===== config.mk =====
export PLATFORM = sky130hd
export DESIGN_NAME = regfile_access_controller_flat
export DESIGN_NICKNAME = d
export VERILOG_FILES = /design/src/rtl/regfile_access_controller_pkg.sv /design/src/rtl/regfile_access_controller_if.sv /design/src/rtl/regfile_access_controller_rf_forward_mux.sv /design/src/rtl/regfile_access_controller.sv /design/src/flat_wrapper.sv
export SDC_FILE = /design/constraint.sdc
export NUM_CORES = 1
export LEC_CHECK = 0
export ABC_AREA = 1
export CAP_MARGIN = 20
export CORE_MARGIN = 2
export CORE_UTILIZATION = 40
export DETAILED_ROUTE_END_ITERATION = 10
export DONT_BUFFER_PORTS = 1
export PLACE_DENSITY = 0.64
export SYNTH_ARGS = -nofsm -noshare
export SYNTH_HDL_FRONTEND = slang
export SYNTH_HIERARCHICAL = 1
export SYNTH_SLANG_ARGS = --single-unit

===== constraint.sdc =====
create_clock -name clk -period 2.55 [get_ports clk]
set_clock_uncertainty 0.15 [all_clocks]
set_input_delay 0.51 -clock clk [delete_from_list [all_inputs] [get_ports clk]]
set_output_delay 0.51 -clock clk [all_outputs]
set_load 0.01 [all_outputs]

===== src/rtl/regfile_access_controller_pkg.sv =====
// Shared GPR constants and front-end FSM state encodings for the register
// file access controller.
package mips_pkg;

  localparam int ADDR_W = 5;
  localparam int DATA_W = 32;

  localparam logic [ADDR_W-1:0] ZERO_REG = '0;

  localparam logic [1:0] ST_IDLE = 2'd0;
  localparam logic [1:0] ST_READ = 2'd1;
  localparam logic [1:0] ST_LOAD = 2'd2;
  localparam logic [1:0] ST_HOLD = 2'd3;

endpackage


===== src/rtl/regfile_access_controller_if.sv =====
// Decode, execute and writeback handshakes between the pipeline and the
// register file access controller.
interface regfile_access_controller_if;
  import mips_pkg::*;

  logic              dec_valid;
  logic              dec_ready;
  logic [ADDR_W-1:0] dec_rs;
  logic [ADDR_W-1:0] dec_rt;
  logic              dec_use_rt;

  logic              opnd_valid;
  logic              opnd_ready;
  logic [DATA_W-1:0] opnd_a;
  logic [DATA_W-1:0] opnd_b;

  logic              wb_valid;
  logic              wb_ready;
  logic [ADDR_W-1:0] wb_addr;
  logic [DATA_W-1:0] wb_data;

  modport master (
    output dec_valid, dec_rs, dec_rt, dec_use_rt, opnd_ready,
           wb_valid, wb_addr, wb_data,
    input  dec_ready, opnd_valid, opnd_a, opnd_b, wb_ready
  );

  modport slave (
    input  dec_valid, dec_rs, dec_rt, dec_use_rt, opnd_ready,
           wb_valid, wb_addr, wb_data,
    output dec_ready, opnd_valid, opnd_a, opnd_b, wb_ready
  );

endinterface


===== src/rtl/regfile_access_controller_rf_forward_mux.sv =====
// Operand select for one source: $0 / unused forces zero, otherwise a
// same-cycle writeback beats earlier forwarded data, which beats the RAM.
module rf_forward_mux
  import mips_pkg::*;
(
  input  logic [ADDR_W-1:0] src_idx,
  input  logic              src_en,
  input  logic              wb_fire,
  input  logic [ADDR_W-1:0] wb_addr,
  input  logic [DATA_W-1:0] wb_data,
  input  logic              fwd_valid,
  input  logic [DATA_W-1:0] fwd_data,
  input  logic [DATA_W-1:0] rf_data,
  output logic              wb_match,
  output logic [DATA_W-1:0] operand
);

  logic live;

  assign live     = src_en && (src_idx != ZERO_REG);
  assign wb_match = live && wb_fire && (wb_addr == src_idx);

  always_comb begin
    operand = '0;
    if (live) begin
      if (wb_match)       operand = wb_data;
      else if (fwd_valid) operand = fwd_data;
      else                operand = rf_data;
    end
  end

endmodule


===== src/rtl/regfile_access_controller.sv =====
// Register file front end: sequences operand fetch across the registered
// read, forwards in-flight writebacks and routes writes to the write port.
module regfile_access_controller
  import mips_pkg::*;
#(
  parameter int RF_ADDR_W = 32
) (
  input  logic                    clk,
  input  logic                    rst_n,
  regfile_access_controller_if.slave bus,
  output logic                    rf_write_enable,
  output logic                    rf_second_read,
  output logic [RF_ADDR_W-1:0]    rf_read_address_1,
  output logic [RF_ADDR_W-1:0]    rf_read_address_2,
  output logic [RF_ADDR_W-1:0]    rf_write_address,
  output logic [DATA_W-1:0]       rf_write_data,
  input  logic [DATA_W-1:0]       rf_read_data_1,
  input  logic [DATA_W-1:0]       rf_read_data_2
);

  logic [1:0]        state_reg;
  logic [ADDR_W-1:0] rs_reg;
  logic [ADDR_W-1:0] rt_reg;
  logic              use_rt_reg;
  logic              opnd_valid_reg;
  logic              wb_ready_reg;
  logic [1:0]        fwd_reg;
  logic [DATA_W-1:0] fwd_data_reg [2];
  logic [DATA_W-1:0] opnd_reg     [2];

  logic [ADDR_W-1:0] src_idx [2];
  logic [1:0]        src_en;
  logic [DATA_W-1:0] rf_data [2];
  logic [DATA_W-1:0] operand [2];
  logic [1:0]        wb_match;
  logic              wb_fire;

  assign wb_fire = bus.wb_valid && wb_ready_reg;

  assign bus.dec_ready  = (state_reg == ST_IDLE);
  assign bus.opnd_valid = opnd_valid_reg;
  assign bus.opnd_a     = opnd_reg[0];
  assign bus.opnd_b     = opnd_reg[1];
  assign bus.wb_ready   = wb_ready_reg;

  // Write port is a pure pass-through of the accepted writeback; $0 never strobes.
  assign rf_write_enable  = wb_fire && (bus.wb_addr != ZERO_REG);
  assign rf_write_address = wb_fire ? RF_ADDR_W'(bus.wb_addr) : '0;
  assign rf_write_data    = wb_fire ? bus.wb_data : '0;

  assign rf_read_address_1 = RF_ADDR_W'(rs_reg);
  assign rf_read_address_2 = RF_ADDR_W'(rt_reg);
  assign rf_second_read    = (state_reg == ST_READ) && use_rt_reg;

  assign src_idx[0] = rs_reg;
  assign src_idx[1] = rt_reg;
  assign src_en     = {use_rt_reg, 1'b1};
  assign rf_data[0] = rf_read_data_1;
  assign rf_data[1] = rf_read_data_2;

  generate
    for (genvar gi = 0; gi < 2; gi++) begin : g_opnd
      rf_forward_mux u_mux (
        .src_idx   (src_idx[gi]),
        .src_en    (src_en[gi]),
        .wb_fire   (wb_fire),
        .wb_addr   (bus.wb_addr),
        .wb_data   (bus.wb_data),
        .fwd_valid (fwd_reg[gi]),
        .fwd_data  (fwd_data_reg[gi]),
        .rf_data   (rf_data[gi]),
        .wb_match  (wb_match[gi]),
        .operand   (operand[gi])
      );
    end
  endgenerate

  always_ff @(posedge clk or negedge rst_n) begin
    if (!rst_n) begin
      state_reg      <= ST_IDLE;
      rs_reg         <= '0;
      rt_reg         <= '0;
      use_rt_reg     <= 1'b0;
      opnd_valid_reg <= 1'b0;
      wb_ready_reg   <= 1'b0;
      fwd_reg        <= '0;
      for (int i = 0; i < 2; i++) begin
        fwd_data_reg[i] <= '0;
        opnd_reg[i]     <= '0;
      end
    end else begin
      wb_ready_reg <= 1'b1;
      case (state_reg)
        ST_IDLE: begin
          if (bus.dec_valid) begin
            rs_reg     <= bus.dec_rs;
            rt_reg     <= bus.dec_rt;
            use_rt_reg <= bus.dec_use_rt;
            state_reg  <= ST_READ;
          end
        end
        ST_READ: begin
          // The RAM samples the old value this cycle, so remember the new one.
          for (int i = 0; i < 2; i++) begin
            if (wb_match[i]) begin
              fwd_reg[i]      <= 1'b1;
              fwd_data_reg[i] <= bus.wb_data;
            end
          end
          state_reg <= ST_LOAD;
        end
        ST_LOAD: begin
          for (int i = 0; i < 2; i++) opnd_reg[i] <= operand[i];
          opnd_valid_reg <= 1'b1;
          state_reg      <= ST_HOLD;
        end
        ST_HOLD: begin
          if (bus.opnd_ready) begin
            opnd_valid_reg <= 1'b0;
            fwd_reg        <= '0;
            state_reg      <= ST_IDLE;
          end
        end
        default: state_reg <= ST_IDLE;
      endcase
    end
  end

endmodule

===== src/flat_wrapper.sv =====
// flat-port wrapper written by rule: the top's interface ports become plain ports
module regfile_access_controller_flat import mips_pkg::*;
#(
  parameter int RF_ADDR_W = 32
)
  (clk, rst_n, rf_write_enable, rf_second_read, rf_read_address_1, rf_read_address_2, rf_write_address, rf_write_data, rf_read_data_1, rf_read_data_2, bus_dec_valid, bus_dec_rs, bus_dec_rt, bus_dec_use_rt, bus_opnd_ready, bus_wb_valid, bus_wb_addr, bus_wb_data, bus_dec_ready, bus_opnd_valid, bus_opnd_a, bus_opnd_b, bus_wb_ready);
  regfile_access_controller_if bus_i ();
  input  logic clk;
  input  logic rst_n;
  output logic rf_write_enable;
  output logic rf_second_read;
  output logic [RF_ADDR_W-1:0] rf_read_address_1;
  output logic [RF_ADDR_W-1:0] rf_read_address_2;
  output logic [RF_ADDR_W-1:0] rf_write_address;
  output logic [DATA_W-1:0] rf_write_data;
  input  logic [DATA_W-1:0] rf_read_data_1;
  input  logic [DATA_W-1:0] rf_read_data_2;
  input wire logic [$bits(bus_i.dec_valid)-1:0] bus_dec_valid;
  input wire logic [$bits(bus_i.dec_rs)-1:0] bus_dec_rs;
  input wire logic [$bits(bus_i.dec_rt)-1:0] bus_dec_rt;
  input wire logic [$bits(bus_i.dec_use_rt)-1:0] bus_dec_use_rt;
  input wire logic [$bits(bus_i.opnd_ready)-1:0] bus_opnd_ready;
  input wire logic [$bits(bus_i.wb_valid)-1:0] bus_wb_valid;
  input wire logic [$bits(bus_i.wb_addr)-1:0] bus_wb_addr;
  input wire logic [$bits(bus_i.wb_data)-1:0] bus_wb_data;
  output wire logic [$bits(bus_i.dec_ready)-1:0] bus_dec_ready;
  output wire logic [$bits(bus_i.opnd_valid)-1:0] bus_opnd_valid;
  output wire logic [$bits(bus_i.opnd_a)-1:0] bus_opnd_a;
  output wire logic [$bits(bus_i.opnd_b)-1:0] bus_opnd_b;
  output wire logic [$bits(bus_i.wb_ready)-1:0] bus_wb_ready;
  assign bus_i.dec_valid = bus_dec_valid;
  assign bus_i.dec_rs = bus_dec_rs;
  assign bus_i.dec_rt = bus_dec_rt;
  assign bus_i.dec_use_rt = bus_dec_use_rt;
  assign bus_i.opnd_ready = bus_opnd_ready;
  assign bus_i.wb_valid = bus_wb_valid;
  assign bus_i.wb_addr = bus_wb_addr;
  assign bus_i.wb_data = bus_wb_data;
  assign bus_dec_ready = bus_i.dec_ready;
  assign bus_opnd_valid = bus_i.opnd_valid;
  assign bus_opnd_a = bus_i.opnd_a;
  assign bus_opnd_b = bus_i.opnd_b;
  assign bus_wb_ready = bus_i.wb_ready;
  regfile_access_controller #(.RF_ADDR_W(RF_ADDR_W)) u_core (.clk(clk), .rst_n(rst_n), .bus(bus_i), .rf_write_enable(rf_write_enable), .rf_second_read(rf_second_read), .rf_read_address_1(rf_read_address_1), .rf_read_address_2(rf_read_address_2), .rf_write_address(rf_write_address), .rf_write_data(rf_write_data), .rf_read_data_1(rf_read_data_1), .rf_read_data_2(rf_read_data_2));
endmodule

==> flow_metrics.tcl <==
set metrics [dict create \
    mostFrequentLayoutCells "nand2_1 (399), dfrtp_1 (143), nand3_1 (142)" \
    routabilityCongestion 0.838 \
    dp_hpwl_um 17500 \
    period_needed_ns 2.21 \
    slew_headroom 0.472 \
    violations "negative hold slack" \
    r2r_start "u_core/rs_reg[0]" \
    synth.mux.area_fraction 0.0814 \
    h-tree-depth 4 \
    post-route-util 0.427 \
    synth-compound-area-share 0.0579 \
    nNetsFinal 1214 \
    worstPathArrival_ns 1.55 \
    die_x_um 153 \
    max_cap_viol_count 0 \
    dr.pass1.iters 6 \
    grt_use_total 0.217 \
    synth_top_family_by_area "simple AND/OR/NAND/NOR gates" \
    critPathMostFrequentCell "inv_1" \
    drt_iter0_drc 478 \
    avgSynthCellArea_sq_um 7.94 \
    clock_latency_ns 0.42 \
    start_kind "register" \
    cts_root_buf "clkbuf_16" \
    largest_reg_flops 64 \
    maxSlewViolCount 0 \
    layout_commonest_cell "nand2_1" \
    switching_share 0.410 \
    cp_slowest_cell "dfrtp_1" \
    p_switching_mw 4.09 \
    cts_buffer_depth 2 \
    area_delta_synth_final_pct 4.77 \
    status "complete, but fails checks" \
    finalWirelength_um 25300 \
    cts_tree "built" \
    placementRows 54 \
    tns_ns 0 \
    p_leak_nw 5.09 \
    seq_area_frac_synth 0.410 \
    grt_setup_unrepaired "no" \
    period_share 0.866 \
    syn_area_sq_um 8860 \
    rrSetupSlack_ns 0.49 \
    dp.cells 1353 \
    hold_viol 145 \
    hold_slack_ns -0.367 \
    final_cells 1388 \
    cts.sinks 145 \
    core_area_sq_um 21800 \
    crit_fanout 5 \
    fp.dieArea_sq_um 23300 \
    cts_setup_buffers 0 \
    drive_gt1_frac 0.162 \
    path_cells "inv_1 > ha_1 > nand2_1 > inv_1" \
    tightest_slew_ns 0.792 \
    overflow 0 \
    fmax_mhz 453 \
    seqPwrFrac 0.407 \
    grt_pass1_vias 6866 \
    post_cts_resized 0 \
    max_stage_delay_ns 0.43 \
    finalPower_mw 9.97 \
    ys_types 24 \
    synth_simple_gate_area_frac 0.287 \
    ys_seq_elements 145 \
    ys_warn_count 6 \
    placed_cell_area_sq_um 8650 \
    numCtsBuffers 17 \
    die_h_um 153 \
    io_buffers 0 \
    p_comb_frac 0.323 \
    required_ns 1.89 \
    crit_type "reg2out" \
    setup_viol 0 \
    hold_class "in2async" \
    synth_xor_xnor_area_share 0 \
    r2r-end "u_core/fwd_data_reg[50]" \
    vias_per_cell 5.02 \
    synth_fa_ha_area_frac 0.00706 \
    io_pins 314 \
    grt_max_degree 146 \
    reg2regPathDepth 10 \
    ant_nets 0 \
    max-vdd-ir-drop_uv 479 \
    grt_pass1_wl_um 40000 \
    clk_pin_slew_ns 0.07 \
    clockPowerShare 0.269 \
    drc 0 \
    final_area_sq_um 9280 \
    syn_inst 1116 \
    cp-end-kind "output port" \
    p_per_area_nw_per_um2 1070 \
    antenna_found_initial 4 \
    wl_per_cell_um 18.2 \
    p_int_mw 5.88 \
    via_count 6968 \
    start_util 0.407 \
]
## cell families (layout without fill, tap and decap cells)
family / after synthesis / in the layout
AOI/OAI and AO/OA: 69 / 69
adders and majority gates: 5 / 5
muxes: 64 / 64
and+or+nand+nor: 612 / 612
other: 2 / 86
buffers and inverters: 219 / 127
DFF: 145 / 145
## power by group through the flow
stage	Sequential (mW)	Combinational [mW]	Clock (mW)
finish	4.06	3.23	2.68
floorplan	3.78	2.79	0
global route	4.19	3.62	2.85
CTS	4.09	3.21	2.74
detailed placement	4.12	3.20	0
global placement	4.11	3.14	0
## Yosys cell counts
master	number	share of area
ha_1	5	0.0071
nand4_1	1	0.00071
o21ai_0	5	0.0028
dfrtp_1	145	0.41
nor2_1	57	0.024
buf_2	34	0.019
inv_2	1	0.00042
nor3b_4	2	0.0042
buf_6	18	0.023
clkbuf_8	6	0.0093
clkbuf_2	2	0.0011
nand3_1	144	0.081
clkbuf_1	2	0.00085
nand2_1	400	0.17
o21ai_1	19	0.011
o211ai_1	1	0.00085
mux2_1	2	0.0025
o21ai_2	44	0.044
inv_1	70	0.030
mux2_2	62	0.079
conb_1	2	0.00085
nor2_4	2	0.0025
nand2_2	6	0.0042
buf_4	86	0.073
## critical path, delay by kind of cell (launching register included)
family                   cells  cell delay, ns
adder cells (fa/ha/maj)      1            0.35
AND/OR/NAND/NOR              1            0.12
flip-flops                   1            0.43
buffers and inverters        2            0.22
## routing by layer
layer  routed length [um]  track usage  up-vias
met2                11700        0.342      337
met5                    7            0        -
li1                     -            -     3333
met3                 2110       0.0594       43
met1                10900        0.289     3253
met4                  574       0.0772        2
## how the worst max path moves through the flow
stage | from | end | cells past startpoint
final | u_core/state_reg[1] | rf_second_read | 4
after global routing | u_core/state_reg[1] | rf_second_read | 4
after CTS | u_core/state_reg[1] | rf_second_read | 4
after detailed placement | bus_wb_valid | u_core/fwd_data_reg[50] | 10
after global placement | bus_wb_valid | u_core/fwd_data_reg[49] | 10
after floorplan | bus_wb_valid | u_core/fwd_data_reg[27] | 13
## metrics by stage
step / hold slack, ns / worst slack [ns]
after floorplan: 0.0644 / 0.419
after global placement: 0.0693 / 0.447
after detailed placement: 0.0687 / 0.389
after CTS: -0.396 / 0.297
after global routing: -0.395 / 0.204
final: -0.367 / 0.343
## layout make-up
| type | instances | area [sq um] |
|---|---|---|
| clock inverters | 15 | 196 |
| multi-input cells | 833 | 4170 |
| repair buffers | 24 | 230 |
| inverters | 71 | 267 |
| clock buffers | 17 | 425 |
| diodes | 3 | 7.51 |
| flip-flops and latches | 145 | 3630 |
| well taps | 280 | 350 |
| fillers | 2244 | 12500 |
Power figures use the tool's default switching activity.
==> edit: new RTL, config.mk and constraints unchanged <==
Change the package constant `ZERO_REG` from '0 to 1.
--- a/src/rtl/regfile_access_controller_pkg.sv
+++ b/src/rtl/regfile_access_controller_pkg.sv
@@ -6,5 +6,5 @@
   localparam int DATA_W = 32;
 
-  localparam logic [ADDR_W-1:0] ZERO_REG = '0;
+  localparam logic [ADDR_W-1:0] ZERO_REG = 1;
 
   localparam logic [1:0] ST_IDLE = 2'd0;
Formal check against the unedited RTL: not equivalent (Yosys sat finds a counterexample within 4 cycles, from zero or initial values and one cycle with rst_n low).
==> edit against the original RTL <==
  * The flow still finishes with violations (hold timing)
  * Register-to-register slack worse by 190 ps
  * Worst hold slack improved by 13 ps
  * First-iteration DRC count up 6.3%
  * Wire length decreased by 6.8%
  * Power decreased by 9.2%
  * Die area fell by 0.54%
  * Cell area is 1.2% lower
  * Core utilization is 0.39 points lower
  * Worst setup slack got worse by 45 ps
  * Synthesized area down 0.55%
  * Sequential cell count unchanged
  * Combinational power shrank 26%
  * Critical endpoint is now rf_write_data[13]
==> edit: results (changes against the original RTL) <==
<table>
<tr><th>Metric</th><th>Value</th></tr>
<tr><th colspan="2">Outcome</th></tr>
<tr><td>Result of the run</td><td>finished, violations left</td></tr>
<tr><td>Violated checks</td><td>hold timing</td></tr>
<tr><th colspan="2">Power</th></tr>
<tr><td>Max VDD drop</td><td>0.8278 mV (+73%)</td></tr>
<tr><td>Leakage</td><td>4.920 nW (-3.4%)</td></tr>
<tr><th colspan="2">Setup path</th></tr>
<tr><td>Worst r2r src</td><td>u_core/bus.wb_ready</td></tr>
<tr><td>Setup slack, reg-to-reg</td><td>300 ps (-190 ps)</td></tr>
<tr><td>CP arrival</td><td>1590 ps (+40 ps)</td></tr>
<tr><td>Largest delay contributor family on the critical path</td><td>buffers and inverters</td></tr>
<tr><td>Worst reg2reg endpoint</td><td>u_core/fwd_data_reg[33]</td></tr>
<tr><td>Critical Path Slowest Stage Cell</td><td>buf_4</td></tr>
<tr><td>Crit path max fanout</td><td>38 (+33)</td></tr>
<tr><th colspan="2">Placement</th></tr>
<tr><td>HPWL after detailed placement</td><td>15850 µm (-9.3%)</td></tr>
<tr><td>Number of placed instances with taps included</td><td>1326 (-2.0%)</td></tr>
<tr><td>Final weighted congestion in routability-driven placement</td><td>0.8167 (-2.5%)</td></tr>
<tr><th colspan="2">Global route</th></tr>
<tr><td>GR Util All Layers</td><td>20.20% (-1.5 points)</td></tr>
<tr><td>Antenna violations before repair</td><td>2 (-2)</td></tr>
<tr><td>Via count of the first global-routing pass</td><td>6540 (-4.7%)</td></tr>
<tr><th colspan="2">Logic synthesis</th></tr>
<tr><td>Number of distinct library cells after synthesis</td><td>23 (-4.2%)</td></tr>
<tr><td>Leading post-synthesis cells by cell area</td><td>dfrtp_1 41%, nand2_1 17%, nand3_1 8.2%, mux2_2 8.2%, buf_4 7.2%</td></tr>
<tr><td>Top post-synthesis cells by count</td><td>391 x nand2_1, 145 x dfrtp_1, 145 x nand3_1, 84 x buf_4, 64 x mux2_2</td></tr>
<tr><td>Average footprint of a synthesized cell</td><td>8.044 µm² (+1.4%)</td></tr>
<tr><th colspan="2">STA</th></tr>
<tr><td>Worst-case headroom to the max-slew limit</td><td>60.10% (+13 points)</td></tr>
<tr><td>Hold_ws</td><td>-353.9 ps (+12.84 ps)</td></tr>
<tr><td>Count of final hold-check violations</td><td>145 (unchanged)</td></tr>
<tr><th colspan="2">Routing</th></tr>
<tr><td>Routed length per placed instance</td><td>17.35 µm (-4.8%)</td></tr>
<tr><th colspan="2">Layout</th></tr>
<tr><td>Share of cells above drive strength 1</td><td>17.07% (+0.87 points)</td></tr>
<tr><td>NumNets Final</td><td>1186 (-2.3%)</td></tr>
</table>
==> edit: cell types whose count changed after synthesis, sizes merged, moves of 2 or more <==
cell / before / now
nor3b: 2 / 0
buf: 138 / 143
o21ai: 68 / 66
nand2: 406 / 395
nor2: 59 / 54
nand3: 144 / 147
clkbuf: 10 / 3
==> edit: worst max-delay path by stage <==
| stage | cells after the start | to | slack (ps) |
|---|---|---|---|
| 4_1_cts | 10 | u_core/fwd_data_reg[33] | 280 |
| 3_3_place_gp | 10 | u_core/fwd_data_reg[48] | 280 |
| 3_5_place_dp | 10 | u_core/fwd_data_reg[33] | 240 |
| 5_1_grt | 10 | u_core/fwd_data_reg[61] | 150 |
| 2_1_floorplan | 13 | u_core/fwd_data_reg[41] | 190 |
| 6_report | 3 | rf_write_data[13] | 300 |
==> edit: cell families (layout without fill, tap and decap cells) <==
logic type,Yosys count,after routing,synth area share (%)
AO/OA/AOI/OAI,66,66,5.753
adder cells (fa/ha/maj),4,4,0.5682
buffers and inverters,216,118,15.71
flip-flops,145,145,41.19
multiplexers,64,64,8.182
other,2,84,0.08526
AND/OR/NAND/NOR,598,598,28.51
==> edit: layout make-up <==
class                           instances  area (µm²)
Antenna cell                            1       2.502
Sequential cell                       145        3631
Fill cell                            2231       12520
Inverter                               70       262.8
Clock inverter                         12       202.7
Multi-Input combinational cell        815        4105
Tap cell                              280       350.3
Clock buffer                           20       466.7
Timing Repair Buffer                   16       145.1
==> edit: power breakdown <==
group	leakage [nW]	internal (mW)	switching [mW]
clock	0.327	1.82	1.04
sequential	1.94	3.00	0.798
combinational	2.65	0.774	1.62
==> edit: per-layer routing <==
| metal | GRT usage [%] | up-vias | share of wire (%) |
|---|---|---|---|
| li1 | - | 3250 | - |
| met1 | 26.21 | 3209 | 43 |
| met2 | 33.10 | 287 | 48 |
| met3 | 5.404 | 25 | 7.6 |
| met4 | 6.231 | 2 | 1.4 |
| met5 | 0 | - | 0.055 |
==> edit: worst register-to-register path, stage by stage, from the launching register on <==
cell and delay [ps]:
dfrtp_1 420, nand2_2 70, inv_1 90, nand2_1 70, nor2_2 150, nand3_2 100, nor2_1 300, nand2_4 290
buf_12 300, nand2_1 120, o21ai_2 60
==> edit: stage by stage <==
stage / hold WS [ps] / worst slack, ps / power, mW / cell area, µm²
3_3_place_gp: 68.35 / 280.2 / 6.163 / 8494
2_1_floorplan: 64.41 / 194.4 / 5.783 / 9112
3_5_place_dp: 69.82 / 236.8 / 6.238 / 8494
6_report: -353.9 / 298.1 / 9.055 / 9166
4_1_cts: -386.3 / 282.5 / 9.133 / 9164
5_1_grt: -385.5 / 150.4 / 9.674 / 9164
